[src/rtl/uart_rx.sv]
// 8N1 UART receiver driven by a 16x oversample tick: synchronises rx, validates the
// start bit at mid-bit, centre-samples data LSB first, checks stop, flags errors.
module uart_rx #(
  parameter int unsigned DATA_BITS  = 8,
  parameter int unsigned OVERSAMPLE = 16
) (
  input  logic                 clk,
  input  logic                 rst,
  input  logic                 rx,
  input  logic                 rx_enb,
  input  logic                 rdy_clr,
  output logic [DATA_BITS-1:0] data,
  output logic                 rdy,
  output logic                 frame_err,
  output logic                 overrun,
  output logic                 busy
);

  localparam int unsigned CNT_W = (OVERSAMPLE > 1) ? $clog2(OVERSAMPLE) : 1;
  localparam int unsigned IDX_W = (DATA_BITS > 1) ? $clog2(DATA_BITS) : 1;
  localparam logic [CNT_W-1:0] CNT_HALF = CNT_W'(OVERSAMPLE / 2 - 1);
  localparam logic [CNT_W-1:0] CNT_LAST = CNT_W'(OVERSAMPLE - 1);
  localparam logic [IDX_W-1:0] IDX_LAST = IDX_W'(DATA_BITS - 1);

  typedef enum logic [1:0] {
    S_IDLE,
    S_START,
    S_DATA,
    S_STOP
  } state_t;

  state_t               r_state,      w_state;
  logic [CNT_W-1:0]     r_sample_cnt, w_sample_cnt;
  logic [IDX_W-1:0]     r_bit_idx,    w_bit_idx;
  logic [DATA_BITS-1:0] r_shift,      w_shift;
  logic [DATA_BITS-1:0] r_data,       w_data;
  logic                 r_rdy,        w_rdy;
  logic                 r_frame_err,  w_frame_err;
  logic                 r_overrun,    w_overrun;
  logic                 r_busy,       w_busy;
  logic                 r_rx_meta;
  logic                 r_rx_s;

  // Two-flop synchroniser; idles high so reset never looks like a start bit.
  always_ff @(posedge clk or negedge rst) begin
    if (!rst) begin
      r_rx_meta <= 1'b1;
      r_rx_s    <= 1'b1;
    end else begin
      r_rx_meta <= rx;
      r_rx_s    <= r_rx_meta;
    end
  end

  always_ff @(posedge clk or negedge rst) begin
    if (!rst) begin
      r_state      <= S_IDLE;
      r_sample_cnt <= '0;
      r_bit_idx    <= '0;
      r_shift      <= '0;
      r_data       <= '0;
      r_rdy        <= 1'b0;
      r_frame_err  <= 1'b0;
      r_overrun    <= 1'b0;
      r_busy       <= 1'b0;
    end else begin
      r_state      <= w_state;
      r_sample_cnt <= w_sample_cnt;
      r_bit_idx    <= w_bit_idx;
      r_shift      <= w_shift;
      r_data       <= w_data;
      r_rdy        <= w_rdy;
      r_frame_err  <= w_frame_err;
      r_overrun    <= w_overrun;
      r_busy       <= w_busy;
    end
  end

  // Frame sequencing; the consumer clear is applied first so a same-cycle
  // completion or framing error wins over it.
  always_comb begin
    w_state      = r_state;
    w_sample_cnt = r_sample_cnt;
    w_bit_idx    = r_bit_idx;
    w_shift      = r_shift;
    w_data       = r_data;
    w_rdy        = r_rdy;
    w_frame_err  = r_frame_err;
    w_overrun    = r_overrun;

    if (rdy_clr) begin
      w_rdy       = 1'b0;
      w_frame_err = 1'b0;
      w_overrun   = 1'b0;
    end

    if (rx_enb) begin
      case (r_state)
        S_IDLE: begin
          if (!r_rx_s) begin
            w_state      = S_START;
            w_sample_cnt = '0;
          end
        end
        S_START: begin
          if (r_sample_cnt == CNT_HALF) begin
            w_sample_cnt = '0;
            if (!r_rx_s) begin
              w_state   = S_DATA;
              w_bit_idx = '0;
            end else begin
              w_state = S_IDLE;
            end
          end else begin
            w_sample_cnt = r_sample_cnt + CNT_W'(1);
          end
        end
        S_DATA: begin
          if (r_sample_cnt == CNT_LAST) begin
            w_shift      = {r_rx_s, r_shift[DATA_BITS-1:1]};
            w_sample_cnt = '0;
            if (r_bit_idx == IDX_LAST) begin
              w_state = S_STOP;
            end else begin
              w_bit_idx = r_bit_idx + IDX_W'(1);
            end
          end else begin
            w_sample_cnt = r_sample_cnt + CNT_W'(1);
          end
        end
        S_STOP: begin
          // Leaving at mid-stop keeps the next start edge on its own tick grid.
          if (r_sample_cnt == CNT_LAST) begin
            if (r_rx_s) begin
              w_data = r_shift;
              w_rdy  = 1'b1;
              if (r_rdy && !rdy_clr) begin
                w_overrun = 1'b1;
              end
            end else begin
              w_frame_err = 1'b1;
            end
            w_state      = S_IDLE;
            w_sample_cnt = '0;
          end else begin
            w_sample_cnt = r_sample_cnt + CNT_W'(1);
          end
        end
        default: begin
          w_state      = S_IDLE;
          w_sample_cnt = '0;
        end
      endcase
    end

    w_busy = (w_state != S_IDLE);
  end

  assign data      = r_data;
  assign rdy       = r_rdy;
  assign frame_err = r_frame_err;
  assign overrun   = r_overrun;
  assign busy      = r_busy;

endmodule

[config.mk]
export PLATFORM = sky130hd
export DESIGN_NAME = uart_rx
export DESIGN_NICKNAME = d
export VERILOG_FILES = /design/src/rtl/uart_rx.sv
export SDC_FILE = /design/constraint.sdc
export NUM_CORES = 1
export LEC_CHECK = 0
export ABC_AREA = 0
export BUFFER_PORTS_ARGS = -buffer_cell sky130_fd_sc_hd__buf_2
export CAP_MARGIN = 30
export CORE_MARGIN = 4
export CORE_UTILIZATION = 35
export DETAILED_ROUTE_END_ITERATION = 10
export GPL_ROUTABILITY_DRIVEN = 0
export GPL_TIMING_DRIVEN = 0
export PLACE_DENSITY = 0.63
export SLEW_MARGIN = 20
export SYNTH_ARGS = -nofsm -noshare
export SYNTH_HDL_FRONTEND = slang
export SYNTH_SLANG_ARGS = --single-unit
[constraint.sdc]
create_clock -name clk -period 2.9 [get_ports clk]
set_input_delay 0.29 -clock clk [delete_from_list [all_inputs] [get_ports clk]]
set_output_delay 0.29 -clock clk [all_outputs]
set_load 0.01 [all_outputs]
==> impl_metrics.json <==
{
  "synth.most_common_cell": "dfrtp_1",
  "r2r_setup_slack_ns": 1.17,
  "fp.dieH_um": 74.6,
  "yosysSeqAreaShare_pct": 50.2,
  "internal_power_mw": 0.881,
  "hp-class": "input port to async pin",
  "cts_tree": "done",
  "h-tree-depth": 2,
  "powerDensity_nw_per_um2": 686,
  "hpwl_mm": 1.95,
  "final_area_um2": 1810,
  "place_area_um2": 1690,
  "setup-violations-final": 0,
  "cp-endpoint": "data[2]",
  "synth_cell_types": 47,
  "yosysTopAreaCell": "dfrtp_1",
  "postSynthCellCount": 114,
  "area_delta_synth_final_pct": 16.5,
  "synth-seq-cells": 31,
  "synth_edf_count": 0,
  "cts.sinks": 31,
  "critPathLaunch": "r_sample_cnt[1]",
  "post_synth_and_or_nand_nor_area_fraction_pct": 10.7,
  "synthTopCellsByArea": "dfrtp_1, mux2_4, ha_1",
  "finalCritPeriodShare_pct": 59.8,
  "synthXorXnorAreaFrac_pct": 0,
  "wl_mm": 2.64,
  "cp.depth": 5,
  "timing.hold.ws_ns": 0.0449,
  "startpoint_type": "flop",
  "place_inst": 179,
  "crit_required_ns": 3.06,
  "portBuffers": 15,
  "io_pins": 17,
  "outcome": "complete, no violations",
  "grt_remaining_overflow": 0,
  "avgSynthCellArea_um2": 13.6,
  "ys_top_cells_by_count": "dfrtp_1, ha_1, inv_1, mux2_4, mux2_1",
  "reg2reg_depth": 5,
  "p_switching_mw": 0.357,
  "synth_top_family_by_area": "multiplexers",
  "fin_cells": 187,
  "routedWlPerCell_um": 14.1,
  "tightest_slew_ns": 0.663,
  "critical-path-max-stage-delay_ns": 0.39,
  "die_w_um": 74.6,
  "final.setup_skew_ns": 0.00453,
  "clock-root-buffer": "clkbuf_8",
  "ctsHoldBuffers": 0,
  "viasPerCell": 5.11,
  "grt_pass1_wl_mm": 4.48,
  "critical_path_arrival_ns": 1.89,
  "maxSlewHeadroom_pct": 55.8,
  "async_flop_share_pct": 100,
  "grt_max_degree": 32,
  "total_leakage_power_nw": 0.900,
  "syn_nets": 127,
  "cts.repair.resized": 0,
  "cp_slowest_cell": "dfrtp_1",
  "vias": 956,
  "sw_frac_of_total_pct": 28.9,
  "crit_chain": "ha_1 -> and3_4 -> and4_4 -> buf_12 -> mux2_4",
  "start_util_pct": 37.4,
  "synth.top_cell.area_share_pct": 46.8,
  "crit_fanout": 10,
  "clkTransAtPathRegs_ns": 0.06,
  "fmax_mhz": 577,
  "ys.flop_type": "dfrtp_1",
  "fin_setup_tns_ns": 0,
  "min_period_ns": 1.73,
  "synth_compound_area_share_pct": 12.1,
  "rows": 23,
  "p_seq_share_pct": 41.0,
  "drive_gt1_share_pct": 38.7,
  "nets": 149,
  "synth_mux_area_share_pct": 15.6,
  "antenna_found_initial": 0,
  "r2r_end": "data[2]",
  "power_frac_clock_pct": 34.5,
  "syn_area_um2": 1550,
  "peakVddDrop_mv": 0.162,
  "yosysWarnings": 0,
  "end_kind": "flop",
  "cts_buffer_depth": 2,
  "n_antenna_cell": 0,
  "maxSlewViolCount": 0,
  "grt_pass1_vias": 971,
  "path_buf_inv": 1,
  "drc": 0,
  "pwr-share-comb_pct": 24.5,
  "r2r-start": "r_sample_cnt[1]",
  "cts_inserted_buffers": 5,
  "post_cts_buffers": 0,
  "antenna_left": 0,
  "clock_latency_ns": 0.28,
  "rsz0062_at_grt": "no",
  "maxCapViolCount": 0,
  "critPathTopFamily": "simple AND/OR/NAND/NOR gates",
  "synthAdderAreaFrac_pct": 6.46,
  "grt_usage_pct": 10.7,
  "criticalPathCategory": "flop to flop",
  "core_um2": 4140,
  "drt_first_pass_iters": 4,
  "dieArea_um2": 5560,
  "hold_violations": 0,
  "drtIter0Drc": 24
}
[power groups by stage]
stage          Clock [mW]  Sequential (mW)  Combinational, mW
3_5_place_dp            0            0.516              0.308
3_3_place_gp            0            0.511              0.298
2_1_floorplan           0            0.511              0.238
6_report            0.427            0.507              0.304
4_1_cts             0.444            0.508              0.307
5_1_grt             0.463            0.512              0.344
[stage by stage]
stage               setup slack, ns  power, mW  utilization (%)
floorplan                      1.29      0.749                -
global placement               1.19      0.810             40.7
detailed placement             1.17      0.823             40.7
CTS                            1.16       1.26             43.6
global route                   1.08       1.32             43.6
finish                         1.17       1.24             43.6
[layout by cell type, fill, tap and decap left out, drive strengths merged, types with 2 or more instances in the layout]
master / netlist / routed
nand2: 3 / 3
o21ai: 2 / 2
nor2b: 2 / 2
inv: 8 / 8
mux2i: 2 / 2
buf: 3 / 18
nand3: 3 / 3
dfstp: 2 / 2
a21boi: 2 / 2
clkbuf: 1 / 7
a21o: 4 / 4
nor2: 3 / 3
o22ai: 2 / 2
dfrtp: 29 / 29
ha: 8 / 8
mux2: 17 / 17
[worst min path at each step]
stage	from	to	depth (start not counted)	slack [ns]
global placement	r_rx_meta	r_rx_s	0	0.35
CTS	rst	data[7]	1	0.07
global route	rst	data[7]	1	0.09
finish	rst	data[5]	1	0.04
floorplan	rst	busy	0	-0.006
detailed placement	r_rx_meta	r_rx_s	0	0.35
[layer usage]
metal,share of wire [%],vias to the layer above,routed length [um],track usage [%]
met1,42,480,1110,11.9
met2,50,20,1330,18.1
li1,-,451,-,-
met5,0,-,0,0
met3,6.0,5,159,4.86
met4,1.4,0,38,3.75
[registers in the layout, summed over array words and instances, names as in the netlist]
name,flops
data,8
r_rx_s,1
r_shift,8
busy,1
r_bit_idx,3
r_sample_cnt,4
r_state,2
r_rx_meta,1
overrun,1
rdy,1
frame_err,1
[area by class of cell]
class | count | area, um2
fill | 387 | 2340
sequential | 31 | 778
multi-input combinational | 71 | 694
clock buffer | 6 | 82.6
timing repair buffer | 15 | 75.1
tap | 50 | 62.6
buffer | 4 | 47.5
clock inverter | 2 | 35.0
inverter | 8 | 30.0
[cells by family after synthesis]
group | Yosys count
mux | 19
compound gates | 21
flops | 31
buf+inv | 12
simple gates | 23
fa+ha+maj | 8
Note: power is estimated with default switching activity, not from simulation.
